<file path="src/rtl/ext_if.sv">
// Decode-to-execute immediate extension bus.
// The extension unit is the slave: it receives the immediate and the opcode, and drives the registered result.
interface ext_if;
  logic        en;
  logic [15:0] imm;
  logic [1:0]  EOp;
  logic [31:0] ext;
  logic        ext_valid;
  logic        ext_neg;

  modport master (
    output en,
    output imm,
    output EOp,
    input  ext,
    input  ext_valid,
    input  ext_neg
  );

  modport slave (
    input  en,
    input  imm,
    input  EOp,
    output ext,
    output ext_valid,
    output ext_neg
  );
endinterface

</file>
<file path="src/rtl/ext.sv">
// Immediate-extension unit: extends the 16-bit immediate to 32 bits (zero, sign, upper, branch offset).
// The result is registered once. A valid flag and a sign copy are registered with it.
module ext (
  input  logic clk,
  input  logic reset,
  ext_if.slave bus
);

  function automatic logic [31:0] extend(input logic [15:0] val, input logic [1:0] op);
    logic signed [31:0] sx;
    sx = {{16{val[15]}}, val};
    case (op)
      2'b00:   extend = {16'h0000, val};
      2'b01:   extend = sx;
      2'b10:   extend = {val, 16'h0000};
      default: extend = {sx[29:0], 2'b00};
    endcase
  endfunction

  logic [31:0] ext_q, ext_d;
  logic        neg_q, neg_d;
  logic        vld_q, vld_d;
  logic [31:0] r;

  // stage 0: combinational extension of the current inputs
  always_comb begin
    r     = extend(bus.imm, bus.EOp);
    ext_d = ext_q;
    neg_d = neg_q;
    vld_d = 1'b0;
    if (bus.en) begin
      ext_d = r;
      neg_d = r[31];
      vld_d = 1'b1;
    end
  end

  // stage 1: output register; a stalled cycle holds the data but drops valid
  always_ff @(posedge clk or posedge reset) begin
    if (reset) begin
      ext_q <= 32'h0000_0000;
      neg_q <= 1'b0;
      vld_q <= 1'b0;
    end else begin
      ext_q <= ext_d;
      neg_q <= neg_d;
      vld_q <= vld_d;
    end
  end

  assign bus.ext       = ext_q;
  assign bus.ext_neg   = neg_q;
  assign bus.ext_valid = vld_q;

endmodule

</file>
<file path="src/flat_wrapper.sv">
// flat-port wrapper written by rule: the top's interface ports become plain ports
module ext_flat 
  (clk, reset, bus_en, bus_imm, bus_EOp, bus_ext, bus_ext_valid, bus_ext_neg);
  ext_if bus_i ();
  input  logic clk;
  input  logic reset;
  input wire logic [$bits(bus_i.en)-1:0] bus_en;
  input wire logic [$bits(bus_i.imm)-1:0] bus_imm;
  input wire logic [$bits(bus_i.EOp)-1:0] bus_EOp;
  output wire logic [$bits(bus_i.ext)-1:0] bus_ext;
  output wire logic [$bits(bus_i.ext_valid)-1:0] bus_ext_valid;
  output wire logic [$bits(bus_i.ext_neg)-1:0] bus_ext_neg;
  assign bus_i.en = bus_en;
  assign bus_i.imm = bus_imm;
  assign bus_i.EOp = bus_EOp;
  assign bus_ext = bus_i.ext;
  assign bus_ext_valid = bus_i.ext_valid;
  assign bus_ext_neg = bus_i.ext_neg;
  ext u_core (.clk(clk), .reset(reset), .bus(bus_i));
endmodule
</file>
<file path="config.mk">
export PLATFORM = sky130hd
export DESIGN_NAME = ext_flat
export DESIGN_NICKNAME = d
export VERILOG_FILES = /design/src/rtl/ext_if.sv /design/src/rtl/ext.sv /design/src/flat_wrapper.sv
export SDC_FILE = /design/constraint.sdc
export NUM_CORES = 1
export LEC_CHECK = 0
export CAP_MARGIN = 10
export CORE_ASPECT_RATIO = 1.4
export CORE_UTILIZATION = 46
export DETAILED_ROUTE_END_ITERATION = 6
export PLACE_DENSITY = 0.84
export REMOVE_ABC_BUFFERS = 1
export SLEW_MARGIN = 15
export SYNTH_ARGS = -nofsm -noshare
export SYNTH_HDL_FRONTEND = slang
export SYNTH_SLANG_ARGS = --single-unit
</file>
<file path="constraint.sdc">
create_clock -name clk -period 2.2 [get_ports clk]
set_input_delay 0.22 -clock clk [delete_from_list [all_inputs] [get_ports clk]]
set_output_delay 0.22 -clock clk [all_outputs]
set_load 0.005 [all_outputs]
</file>
==> metrics.txt <==
CP Capture Type=flip-flop; Die Y=67.63 µm; setup_tns=0 ps; Slew HR=67.16%; cts-stage hold buffer count=0; row cnt=23; Synth warnings=0; sequential area share after synthesis=58.36%; fill cell count=217; max-cap violations=0; startpoint types=input port; fin crit period=1405 ps; Hold Path Class=in -> async; largest net degree at the start of global routing=34; Ports=55; worst slew pin tran=492.5 ps; share of cells above drive strength 1=5.213%; gr ovfl total=0; number of global-route vias before repair=1,250; Die Area=3305 µm²; post-synthesis compound-gate area fraction=17.42%; status=finished, final reports clean; final setup fails=0; first-pass GRT wire length=5789 µm; hold slack=326.3 ps; TritonRoute pass-1 iters=6; commonest non-fill, non-tap cells in the layout=54 x clkdlybuf4s50_1, 34 x nor2_1, 33 x dfrtp_1; vias per cell=5.315; Clock Sinks=33; Worst-Skew Late Latency=280 ps; Clock Path Buffers=2; DRC viols=0; Critical Path AT=1610 ps; Worst VDD drop=519.6 µV; H-Tree Depth=2; CP Max Fanout=14; Port Buf Inserts=54; final WL=3645 µm; DRT iter0 DRCs=42; adder-cell share of the synthesized area=0%; Synth Area in Simple Gates=18.39%; post_cts resized=0; flop2flop setup slack=1430 ps; Power Density=706.6 nW/µm²; WS Path Type=in -> reg; Post-Syn Instances=155; GP Congestion=0.8410; gr usage total=24.01%; Synth Area in XOR/XNOR=0%; HPWL Detailed=2535 µm; # Post-CTS Setup Buffers=0; Inserted Diodes=0; skew final=0 ps; main combinational cell family by area after synthesis=simple AND/OR/NAND/NOR gates; Leakage Power=0.8759 nW; Yosys top cell by area=dfrtp_1; ranking of synthesized cells by area=dfrtp_1 58%, a21oi_1 11%, nor2_1 9.0%; Worst EP required=2400 ps; leading cell type in the layout, fill and taps excluded=clkdlybuf4s50_1; Syn-to-layout area delta=46.68%; total number of vias=1,318; Final Slew Violations=0; wire length per cell=14.70 µm; Inserted Clock Buffers=5; Nets=232; remaining antenna violation count=0; initial core utilization=48.69%; clock root buffer=clkbuf_8; Horiz. Die Dim=48.88 µm; Avg Inst Size Synth=9.130 µm²; Synth top area share=58.36%; initial antenna violation count=0; Multi-input gate area=516.7 µm²; period utilization=63.86%; cell area after synthesis=1415 µm²; Achievable Freq=711.8 MHz; CTS tree=yes; core area=2907 µm²; Synth cell types=18; RSZ-0062 raised after global routing=no; multiplexer share of the synthesized area=0.7073%; Yosys reg bits=33; Clk pin slew, worst setup/hold paths=60 ps; register area=825.8 µm²; Final Hold Violating Endpoints=0
[kinds of logic (layout without fill, tap and decap cells)]
family,count (synthesis),count (layout)
DFF,33,33
and+or+nand+nor,62,62
AOI/OAI and AO/OA,43,43
buffers and inverters,16,72
muxes,1,1
[report_power, final]
group          switching [W]  internal, W
Clock               0.000206     0.000248
Sequential         0.0000343     0.000668
Combinational       0.000129     0.000182
Total               0.000369      0.00110
[metal layers]
layer,track usage [%],up-vias,share of wire [%]
met5,0,-,0
met4,20.22,0,4.2
met3,6.306,14,4.7
met2,38.54,49,52
met1,26.83,631,39
li1,-,624,-
[final timing paths]
check | startpoint | to | cells past startpoint
setup reg to reg | u_core.bus.ext[16] | u_core.bus.ext[16] | 2
max in group asynchronous | reset | u_core.bus.ext[12] | 3
setup / recovery | bus_EOp[0] | u_core.bus.ext[25] | 4
hold / removal | reset | u_core.bus.ext_valid | 3
min in group clk | u_core.bus.ext[15] | u_core.bus.ext[15] | 2
hold reg to reg | u_core.bus.ext[15] | u_core.bus.ext[15] | 2
[cells in the mapped netlist]
master,n
a21boi_1,1
a21oi_1,30
a221oi_1,6
a32oi_1,1
and2_1,1
and2b_1,1
buf_2,4
buf_4,2
clkbuf_1,4
dfrtp_1,33
inv_1,6
mux2i_1,1
nand2_1,17
nand3_1,1
nor2_1,34
nor2b_1,8
o211ai_1,1
o21ai_0,4
[metrics by stage]
step,std cells,utilization [%],total power (W),worst slack [ps],instance area (µm²)
global route,248,71.42,0.001541,714.0,2076
global placement,241,68.45,0.001014,552.9,1989
CTS,248,71.42,0.001481,796.9,2076
detailed placement,241,68.45,0.001023,502.4,1989
floorplan,145,-,0.0008046,1137,1365
finish,248,71.42,0.001467,795.1,2076
[critical path, stage by stage]
cell and delay (ps):
clkdlybuf4s50_1 530, and2b_1 540, nand2_1 140, a21oi_1 180
[state kept, by name, indices dropped and copies added, names as in the netlist]
signal,flops
u_core.bus.ext_valid,1
u_core.bus.ext,32
[cell type report]
class                      instances  area share [%]
sequential                        33           39.78
timing repair buffer              59           27.85
multi-input combinational        106           24.89
clock buffer                       7           4.159
tap                               37           2.230
inverter                           6           1.085
(Power assumes the default switching activity.)
==> RTL change (same settings) <==
Reset style: synchronous (`reset`), changed in one clocked block.
--- a/src/rtl/ext.sv
+++ b/src/rtl/ext.sv
@@ -38,3 +38,3 @@
   // stage 1: output register; a stalled cycle holds the data but drops valid
-  always_ff @(posedge clk or posedge reset) begin
+  always_ff @(posedge clk) begin
     if (reset) begin
Check against the original RTL: differs if reset is asserted again (counterexample within 4 cycles, from zero or initial values and one cycle with reset high); with reset held inactive, the same outputs for 10 cycles.
==> RTL change against the unedited design <==
- first-iteration DRC count grew 90%
- clock skew is the same
- total power shrank 18%
- setup slack lost 0.24 ns
- area after synthesis shrank 10%
- synthesized cell count shrank 10%
- clock power shrank 29%
- non-clock buffer count shrank 1
- register-to-register slack lost 0.08 ns
- routed wire length shrank 3.9%
- sequential cell count is the same
- cell area shrank 10%
- via count shrank 2.1%
- critical path type unchanged
==> RTL change: results (changes against the unedited design) <==
Global route
  • Vias in the first global route: 1,218 (was 1,250)
  • Total GRT Usage: 25.3% (was 24.0%)
  • Largest net degree at the start of global routing: 15 (was 34)
  • First-pass GRT wire length: 5460 µm (was 5790 µm)

Timing
  • Final hold slack: 0.476 ns (was 0.326 ns)

Logic synthesis
  • Most used flip-flop cell after synthesis: dfxtp_1 (was dfrtp_1)
  • Post-synthesis cell type count: 26 (was 18)
  • Compound-cell area share of the yosys netlist: 21.2% (was 17.4%)
  • Mux share of post-synthesis cell area: 0.788% (was 0.707%)
  • Leading post-synthesis cells by cell area: dfxtp_1, a222oi_1, a21oi_1, nor2_1, nor3_1 (was dfrtp_1, a21oi_1, nor2_1, nand2_1, a221oi_1)
  • Async SR Flop Fraction: 0% (was 100%)
  • Synth cell count leaders: dfxtp_1, nor2_1, a21oi_1 (was nor2_1, dfrtp_1, a21oi_1)
  • Register area share after synthesis: 52.0% (was 58.4%)

Cells and area
  • Fill count: 209 (was 217)
  • Ratio of cells with drive above 1 in the final layout: 8.81% (was 5.21%)
  • NumNets Final: 213 (was 232)
  • Max FFs per register: 31 (was 32)

Detailed routing
  • Via/cell ratio: 5.63 (was 5.31)
  • DR iter-0 viols: 80 (was 42)
  • TritonRoute pass-1 iters: 4 (was 6)
  • WL final: 3500 µm (was 3650 µm)

Power and ir drop
  • Peak VDD IR: 0.000524 V (was 0.000520 V)
  • P_leak: 0.781 nW (was 0.876 nW)

Worst setup path
  • CP max stage cell: clkdlybuf4s50_1 (was and2b_1)
  • Register-to-Register Path Depth: 2 (unchanged)
  • Worst stage delay on the critical path: 0.68 ns (was 0.54 ns)
  • Reg2reg setup slack: 1.35 ns (was 1.43 ns)
  • RR Endpoint: u_core.bus.ext[12] (was u_core.bus.ext[16])
  • Worst EP arrival: 1.90 ns (was 1.61 ns)

Placement
  • Placed cell areas: 1810 µm² (was 1990 µm²)
  • Placer Congestion: 0.837 (was 0.841)
  • DP Wirelength: 2580 µm (was 2530 µm)

Clocking
  • Worst-Skew Late Latency: 0.33 ns (was 0.28 ns)
  • CTS root buffer: clkbuf_4 (was clkbuf_8)
  • Clock transition at path regs: 0.10 ns (was 0.06 ns)

Run status
  • Status: finished, final reports clean (unchanged)
==> RTL change: changes by cell type after synthesis, sizes merged, moves of 12 or more <==
cell | before | now
dfrtp | 33 | 0
dfxtp | 0 | 33
nor3 | 0 | 14
nor2 | 34 | 19
a21oi | 30 | 17
nand2 | 17 | 4
a222oi | 0 | 12
==> RTL change: critical path: cells and delay by family <==
kind / cells / cell delay [ns]
simple gates: 2 / 0.82
compound gates: 1 / 0.18
buf+inv: 1 / 0.68
==> RTL change: cells by family after synthesis <==
| family | after synthesis |
|---|---|
| simple gates | 43 |
| buf+inv | 25 |
| mux | 1 |
| flops | 33 |
| compound gates | 37 |
==> RTL change: final cells by class <==
type | instances | area [µm²] | share of cell area (%)
Inverter | 13 | 48.8 | 2.61
Timing Repair Buffer | 58 | 571 | 30.5
Tap cell | 36 | 45.0 | 2.41
Clock buffer | 5 | 37.5 | 2.01
Sequential cell | 33 | 661 | 35.4
Clock inverter | 3 | 17.5 | 0.938
Multi-Input combinational cell | 81 | 488 | 26.1
==> RTL change: how the worst max path moves through the flow <==
stage                    start                  to  slack [ns]  cells after the start
detailed placement  bus_EOp[1]  u_core.bus.ext[20]        0.22                      4
global placement    bus_EOp[1]  u_core.bus.ext[24]        0.34                      4
global route        bus_EOp[1]  u_core.bus.ext[27]        0.43                      4
CTS                 bus_EOp[1]  u_core.bus.ext[20]        0.57                      4
finish              bus_EOp[1]  u_core.bus.ext[27]        0.56                      4
floorplan               bus_en  u_core.bus.ext[10]        1.26                      3
==> RTL change: metrics by stage <==
stage	instances	setup slack, ns
after floorplan	127	1.26
after global placement	221	0.338
after detailed placement	221	0.217
after CTS	229	0.568
after global routing	229	0.429
final	229	0.557
==> RTL change: where the power goes <==
group | switching, W | internal (W) | leakage (nW)
Combinational | 0.0000970 | 0.000133 | 0.478
Clock | 0.000203 | 0.000120 | 0.0310
Sequential | 0.0000198 | 0.000635 | 0.272
Total | 0.000319 | 0.000888 | 0.781
==> RTL change: layer usage <==
layer  global-route usage (%)  vias up  wire length, µm
li1                         -      600                -
met1                     27.1      638             1330
met2                     43.8       50             1910
met3                     7.06        2              227
met4                     10.7        0               30
met5                        0        -                0
